[config.mk]
export PLATFORM = sky130hd
export DESIGN_NAME = tl_mux_scheduler
export DESIGN_NICKNAME = d
export VERILOG_FILES = /design/src/rtl/tl_mux_scheduler.sv
export SDC_FILE = /design/constraint.sdc
export NUM_CORES = 1
export LEC_CHECK = 0
export CAP_MARGIN = 10
export CELL_PAD_IN_SITES_DETAIL_PLACEMENT = 1
export CELL_PAD_IN_SITES_GLOBAL_PLACEMENT = 2
export CORE_MARGIN = 4
export CORE_UTILIZATION = 26
export CTS_CLUSTER_SIZE = 30
export DETAILED_ROUTE_END_ITERATION = 8
export GPL_TIMING_DRIVEN = 1
export PLACE_DENSITY = 0.86
export SLEW_MARGIN = 20
export SYNTH_ARGS = -nofsm -noshare
export SYNTH_HDL_FRONTEND = slang
export SYNTH_SLANG_ARGS = --single-unit
[constraint.sdc]
create_clock -name clk -period 2.75 [get_ports clk]
set_clock_uncertainty 0.15 [all_clocks]
set_input_delay 0.55 -clock clk [delete_from_list [all_inputs] [get_ports clk]]
set_output_delay 0.55 -clock clk [all_outputs]
set_load 0.005 [all_outputs]
[src/rtl/tl_mux_scheduler.sv]
// ---------------------------------------------------------------------------
// tl_mux_scheduler
// Round-robin scheduler for the transaction-layer 4:1 port mux. Picks which
// of four first-word-fall-through source FIFOs (P0..P3) is popped each cycle,
// honours downstream back-pressure (stall), and forwards the popped word one
// cycle later on data_out/valid_out/grant_id. A grant may be held for up to
// cfg_burst consecutive pops (0 is treated as 1).
//
// The transaction-layer one-hot FSM (RESET, INIT, IDLE, ACTIVE) is driven
// straight onto the state output so its value can be observed directly.
//
// Optional build macro: TL_MUX_STRICT_P0_EN
//   defined   : source 0 has strict priority over the round-robin of 1..3.
//   undefined : pure round-robin over all four sources.
//
// Handshake: a source word is consumed on a rising edge exactly when its pop
// bit is high. pop is combinational and asserts only in ACTIVE with some req
// bit set and stall low. valid_out is a one-cycle strobe: it is high for the
// cycle after each pop edge and qualifies data_out/grant_id. There is no
// ready on the output side; stall is the only back-pressure.
// ---------------------------------------------------------------------------
module tl_mux_scheduler #(
  parameter int DATA_W  = 10,
  parameter int BURST_W = 3
) (
  input  logic               clk,
  input  logic               reset_L,
  input  logic               init,
  input  logic [BURST_W-1:0] cfg_burst,
  input  logic [3:0]         req,
  input  logic [DATA_W-1:0]  P0,
  input  logic [DATA_W-1:0]  P1,
  input  logic [DATA_W-1:0]  P2,
  input  logic [DATA_W-1:0]  P3,
  input  logic               stall,
  output logic [3:0]         pop,
  output logic [DATA_W-1:0]  data_out,
  output logic               valid_out,
  output logic [1:0]         grant_id,
  output logic [3:0]         state,
  output logic               idle
);

  typedef enum logic [3:0] {
    ST_RESET  = 4'b0001,
    ST_INIT   = 4'b0010,
    ST_IDLE   = 4'b0100,
    ST_ACTIVE = 4'b1000
  } state_e;

  state_e             state_q, state_d;
  logic [1:0]         owner_q, owner_d;
  logic [BURST_W-1:0] burst_cnt_q, burst_cnt_d;
  logic [BURST_W-1:0] burst_lim_q, burst_lim_d;
  logic [DATA_W-1:0]  data_q, data_d;
  logic               valid_q, valid_d;
  logic [1:0]         grant_q, grant_d;

  logic               any_req;
  logic               keep;
  logic [1:0]         rr_sel;
  logic [1:0]         sel;
  logic               pop_en;
  logic               p0_strict;

  assign any_req = |req;

  // Keep the current owner while its burst is still open and it still requests.
  assign keep = req[owner_q] && (burst_cnt_q != '0) && (burst_cnt_q < burst_lim_q);

  // Round-robin scan owner+1, owner+2, owner+3, owner; scanning backwards lets
  // the nearest requester overwrite farther ones, so the first hit wins.
  always_comb begin
    rr_sel = owner_q;
    for (int k = 4; k >= 1; k--) begin
      if (req[2'(owner_q + 2'(k))]) begin
        rr_sel = 2'(owner_q + 2'(k));
      end
    end
  end

`ifdef TL_MUX_STRICT_P0_EN
  assign p0_strict = req[0];
`else
  assign p0_strict = 1'b0;
`endif

  // Final source choice: strict P0 (if built in), then burst keep, then scan.
  always_comb begin
    sel = rr_sel;
    if (p0_strict) begin
      sel = 2'd0;
    end else if (keep) begin
      sel = owner_q;
    end
  end

  // Pops happen only in ACTIVE, with something to pop and no back-pressure.
  assign pop_en = (state_q == ST_ACTIVE) && any_req && !stall;
  assign pop    = pop_en ? (4'b0001 << sel) : 4'b0000;

  // Next-state logic of the transaction-layer FSM; init outranks everything
  // except reset, which is handled asynchronously in the register block.
  always_comb begin
    state_d = state_q;
    case (state_q)
      ST_RESET:  state_d = ST_INIT;
      ST_INIT:   state_d = init ? ST_INIT : ST_IDLE;
      ST_IDLE: begin
        if (init)         state_d = ST_INIT;
        else if (any_req) state_d = ST_ACTIVE;
      end
      ST_ACTIVE: begin
        if (init)          state_d = ST_INIT;
        else if (!any_req) state_d = ST_IDLE;
      end
      default:   state_d = ST_RESET;
    endcase
  end

  // Arbitration bookkeeping: config load in INIT, owner/burst update on pops.
  always_comb begin
    owner_d     = owner_q;
    burst_cnt_d = burst_cnt_q;
    burst_lim_d = burst_lim_q;
    if (state_q == ST_INIT) begin
      burst_lim_d = (cfg_burst == '0) ? BURST_W'(1) : cfg_burst;
      owner_d     = 2'd3;
      burst_cnt_d = '0;
    end else if (pop_en && !p0_strict) begin
      // A strict-priority P0 pop leaves the 1..3 rotation untouched.
      if (sel == owner_q) begin
        burst_cnt_d = (burst_cnt_q >= burst_lim_q) ? burst_lim_q
                                                   : burst_cnt_q + BURST_W'(1);
      end else begin
        owner_d     = sel;
        burst_cnt_d = BURST_W'(1);
      end
    end
  end

  // Forwarding datapath: capture the popped head word one cycle after the pop.
  always_comb begin
    data_d  = data_q;
    grant_d = grant_q;
    valid_d = 1'b0;
    if (pop_en) begin
      valid_d = 1'b1;
      grant_d = sel;
      case (sel)
        2'd0:    data_d = P0;
        2'd1:    data_d = P1;
        2'd2:    data_d = P2;
        default: data_d = P3;
      endcase
    end
  end

  // State registers with asynchronous active-low reset.
  always_ff @(posedge clk or negedge reset_L) begin
    if (!reset_L) begin
      state_q     <= ST_RESET;
      owner_q     <= 2'd3;
      burst_cnt_q <= '0;
      burst_lim_q <= BURST_W'(1);
      data_q      <= '0;
      valid_q     <= 1'b0;
      grant_q     <= 2'd0;
    end else begin
      state_q     <= state_d;
      owner_q     <= owner_d;
      burst_cnt_q <= burst_cnt_d;
      burst_lim_q <= burst_lim_d;
      data_q      <= data_d;
      valid_q     <= valid_d;
      grant_q     <= grant_d;
    end
  end

  assign data_out  = data_q;
  assign valid_out = valid_q;
  assign grant_id  = grant_q;
  assign state     = state_q;
  assign idle      = (state_q == ST_IDLE);

endmodule

# ---- After elaboration in Yosys (flattened, before gate mapping)
# Index checks and enable logic that the tools add are counted.
dict set report classes {
  n_shift 1
  n_mux 29
  magnitude_cmp 6
  reduce_logical 12
  n_eq_ne 10
  n_addsub 4
}
# op n
set ops {}
lappend ops {{$pmux W10 S3} 1}
lappend ops {{$mux W4} 5}
lappend ops {{$mux W3} 6}
lappend ops {{$pmux W4 S4} 1}
lappend ops {{$mux W2} 7}
lappend ops {{$lt A2 B3 Y1 const B} 4}
lappend ops {{$bmux W1 S2} 4}
lappend ops {{$mux W1} 5}
lappend ops {{$add A2 B2 Y2 const B} 2}
lappend ops {{$eq A4 B1 Y1 const B} 1}
lappend ops {{$eq A4 B2 Y1 const B} 1}
lappend ops {{$eq A4 B3 Y1 const B} 1}
lappend ops {{$eq A4 B4 Y1 const B} 1}
lappend ops {{$logic_and A1 B1 Y1} 4}
lappend ops {{$reduce_and A2 Y1} 2}
lappend ops {{$reduce_or A4 Y1} 1}
lappend ops {{$shl A1 B2 Y4 const A} 1}
lappend ops {{$add A3 B1 Y3 const B} 1}
lappend ops {{$ge A3 B3 Y1} 1}
lappend ops {{$logic_not A3 Y1} 1}
lappend ops {{$lt A3 B3 Y1} 1}
lappend ops {{$ne A3 B2 Y1 const B} 1}
lappend ops {{$ne A3 B3 Y1 const B} 1}
lappend ops {{$reduce_bool A3 Y1} 1}
lappend ops {{8 further kinds} 8}
dict set report word_totals {
  reg_bits 25
  out_inout_bits 22
  wordCells 69
  in_bits 51
}

# ---- Longest topological paths before layout
dict set report logic_depth {
  ltp_word 11
  ltp_mapped 10
  mapped_depth_nobuf 9
}

# ---- Least setup slack after synthesis
# Ideal clock, no wire load.
dict set report synth_path {
  path_kind {input to output}
  from {in req[3]}
  to {out pop[0]}
  t_arrival_ns 1.912
  t_required_ns 2.050
  path_stages 8
  slack_ns 0.138
  path_buffers 2
  path_cell_list {buf_6 mux4_1 nand2_1 nand2_2 xnor2_2 buf_6 inv_1 nor2_1}
}
dict set report synth_via {
  elab_chain_cells 8
  word_cells_on_any_way 19
  cone_classes {shift: 1; mux: 13; reduce/logical: 5}
}
# element line
set synth_rtl {}
lappend synth_rtl {{from (decl)} 30} ;# input logic [3:0] req,
lappend synth_rtl {{$bmux W1 S2} 76} ;# if (req[2'(owner_q + 2'(k))]) begin
lappend synth_rtl {{$mux W1 (not written as such)} 76}
lappend synth_rtl {{$mux W2 (3 in series)} 76}
lappend synth_rtl {{$mux W2} 93} ;# end else if (keep) begin
lappend synth_rtl {{$shl A1 B2 Y4} 100} ;# assign pop = pop_en ? (4'b0001 << sel) : 4'b0000;
lappend synth_rtl {{$mux W4 (*)} 100}
lappend synth_rtl {{to (decl)} 36} ;# output logic [3:0] pop,
# Mark *: on every way between the ends. The rest lies on a longest branch, timed or not. The select of a mux whose other input is x is not followed.

# ---- Worst setup path after layout
dict set report layout_path {
  from {reg owner_q[0]}
  to {out pop[2]}
}
dict set report layout_via {
  elab_chain_cells 9
  word_cells_on_any_way 19
  cone_classes {add/sub: 3; shift: 1; mux: 13; reduce/logical: 2}
}
# element line
set layout_rtl {}
lappend layout_rtl {{from (decl)} 52} ;# logic [1:0] owner_q, owner_d;
lappend layout_rtl {{from (signal assigned)} 171} ;# owner_q <= owner_d;
lappend layout_rtl {{$add A2 B2 Y2} {76, 77}}
lappend layout_rtl {{$bmux W1 S2} 76}
lappend layout_rtl {{$mux W1 (not written as such)} 76}
lappend layout_rtl {{$mux W2 (3 in series)} 76}
lappend layout_rtl {{$mux W2 (*)} 93}
lappend layout_rtl {{$shl A1 B2 Y4 (*)} 100}
lappend layout_rtl {{$mux W4 (*)} 100}
# Marked as above.

==> results.sh <==
export IMPL_die_area_mm2=0.00915
export IMPL_track_usage=0.168
export IMPL_met2_length_um=3750
export IMPL_tightestPinTransition_ps=720
export IMPL_final_area_mm2=0.00332
export IMPL_ys_seq_area_frac=0.316
export IMPL_worstPathCellList="buf_6 -> mux2_4 -> a211oi_4 -> a21oi_2 -> nand2b_4 -> nor2_2 -> buf_2"
export IMPL_reg2reg_depth=12
export IMPL_hold_ws_ps=339
export IMPL_final_layout_size_suffix_gt1_frac=0.334
export IMPL_period_needed_ps=2800
export IMPL_hold_class="flop to flop"
export IMPL_fp_dieW_um=95.6
export IMPL_syn2layout_area_growth_pct=66.5
export IMPL_dp_hpwl_um=5900
export IMPL_ys_ff_latch=25
export IMPL_start_util=0.271
export IMPL_powerDensity_mw_per_mm2=595
export IMPL_routed_wl_um=7470
export IMPL_syn_area_mm2=0.00200
export IMPL_async_reset_ff_frac=1.00
export IMPL_final_setup_viol_count=2
export IMPL_critPathMaxFanout=8
export IMPL_ff2ff_setup_slack_ps=90
export IMPL_drv_slew=0
export IMPL_path_buf_inv=2
export IMPL_layout_common_cells="clkdlybuf4s50_1 (64), buf_4 (42), a22o_1 (21), dfrtp_1 (21), nand2_1 (20)"
export IMPL_fill_cells=861
export IMPL_synth_area_leaders="dfrtp_1 (26%), a22o_1 (9.2%), a221oi_1 (8.8%), dfstp_2 (5.3%), mux2_4 (4.5%)"
export IMPL_fmax_mhz=357
export IMPL_clk_pin_slew_ps=90
export IMPL_antenna_left=0
export IMPL_hold_violations=0
export IMPL_dp_cells=420
export IMPL_ios=73
export IMPL_grt_pass1_vias=2386
export IMPL_failed_checks="setup timing"
export IMPL_synth_nets=279
export IMPL_grt_pass1_wl_um=12100
export IMPL_drv_cap=0
export IMPL_path_depth=7
export IMPL_antenna_found_initial=0
export IMPL_holdPathStages=2
export IMPL_insertion_delay_ps=270
export IMPL_wl_met1_um=3090
export IMPL_grt_start_max_net_pins=28
export IMPL_cts_max_level=1
export IMPL_crit_type="flop to primary output"
export IMPL_ys_flop_type="dfrtp_1"
export IMPL_wire_per_inst_um=17.3
export IMPL_cts_tree="done"
export IMPL_p_total_uw=1980
export IMPL_fin_nets=389
export IMPL_status="finished, violations left"
export IMPL_floorplan_rows=31
export IMPL_stdcell_count=431
export IMPL_dr_wl_met3_um=471
export IMPL_ys_warn_count=0
export IMPL_syn_inst=223
export IMPL_design_core_area_mm2=0.00737
export IMPL_vias=2252
export IMPL_fp_dieH_um=95.6
export IMPL_syn_avg_cell_area_um2=8.95
export IMPL_yosysTopAreaCellShare=0.263
export IMPL_place_congestion=0.812
export IMPL_port_buffers=72
export IMPL_slew_headroom=0.518
export IMPL_antennaDiodeCount=0
export IMPL_slowest_stage="dfstp_2"
export IMPL_dr_pass1_iters=4
export IMPL_p_leak_uw=0.00140
export IMPL_grt_overflow=0
export IMPL_finalSetupTns_ps=-67.8
export IMPL_cp_arrival_ps=2100
export IMPL_cts_num_sinks=25
export IMPL_cts_made_buffers=3
export IMPL_clock_path_buffers=2
export IMPL_end_kind="primary output"
export IMPL_cp_slowest_stage_delay_ps=650
export IMPL_critPathTopFamily="flip-flops"
export IMPL_synth_edff_count=0
export IMPL_irDropWorstVdd_mv=0.259
export IMPL_top_layer="met4"
export IMPL_cts_hold_buf=0
export IMPL_crit_path_start_kind="flop"
export IMPL_finalCritPeriodShare=1.02
export IMPL_drc=0
export IMPL_postLayoutSetupSlackWorst_ps=-50.7
export IMPL_critical_path_required_ps=2050
export IMPL_cts_root_buf="clkbuf_8"
export IMPL_final_common_cell="clkdlybuf4s50_1"
export IMPL_yosys_area_top_type="dfrtp_1"
export IMPL_via_per_inst=5.23
export IMPL_yosys_cell_types_count=46
export IMPL_placed_cell_area_mm2=0.00308
export IMPL_initialDrtViolationCount=41
export IMPL_rsz0062_at_grt="yes"
-- path summary, 6_finish.rpt --
check,end,start
setup / recovery,pop[2],owner_q[0]
hold / removal,data_out[2],data_out[2]
setup reg to reg,data_out[1],owner_q[0]
hold reg to reg,data_out[2],data_out[2]
max in group asynchronous,owner_q[1],reset_L
min in group asynchronous,data_out[0],reset_L
-- metrics by stage --
stage | util | worst slack, ps
2_1_floorplan | - | 138
3_3_place_gp | 0.418 | -733
3_5_place_dp | 0.418 | -839
4_1_cts | 0.434 | -38.6
5_1_grt | 0.451 | -111
6_report | 0.451 | -50.7
-- power by group --
group	total [µW]	switching, µW	internal, µW
registers	555	65.9	489
clock network	226	124	102
logic	1200	537	662
total	1980	727	1250
-- cells in the mapped netlist (5+ instances only) --
master and instances:
buf_6 5, nand2b_1 6, o21ai_0 8, nand2_1 22, a21oi_1 11, mux2_2 5
inv_1 6, a221oi_1 20, a22o_1 21, o21ai_1 11, nand3_1 6, ha_1 5
nor2_1 21, mux2_4 6, dfrtp_1 21, clkbuf_1 7
-- layer usage --
layer  up-vias  GRT usage
li1       1063          -
met1      1113      0.205
met2        64      0.294
met3        12     0.0450
met4         0     0.0332
met5         -          0
-- state kept, by name, indices dropped and copies added (netlist names) --
register	cells
burst_cnt_q	3
burst_lim_q	3
data_out	10
grant_id	2
owner_q	2
state	4
valid_out	1
-- timing repair --
action,in CTS,in global routing
gates resized for setup,47,25
pin swaps,12,11
endpoints found under the hold margin,0,0
setup buffers,5,3
endpoints found under the setup margin,15,14
-- cells by family (layout without fill, tap and decap cells) --
family,count (synthesis),in the layout,synth area share
and+or+nand+nor,70,70,0.169
DFF,25,25,0.316
buffers and inverters,24,133,0.0670
xor gates and xnor gates,3,3,0.0169
muxes,14,14,0.0965
AOI/OAI and AO/OA,82,82,0.304
adders and majority gates,5,5,0.0313
-- tightest hold or removal path, stage by stage (launching register included) --
cell and delay [ps]:
dfrtp_1 350, nand2_1 50, o21ai_1 60
-- final cells by class --
class	instances	area (µm²)	area share
clock buffer	3	41.3	0.0124
clock inverter	1	5.00	0.00151
inverter	8	32.5	0.00979
multi-input combinational	174	1390	0.419
sequential	25	631	0.190
tap	99	124	0.0373
timing repair buffer	121	1100	0.330
Power figures use the tool's default switching activity.
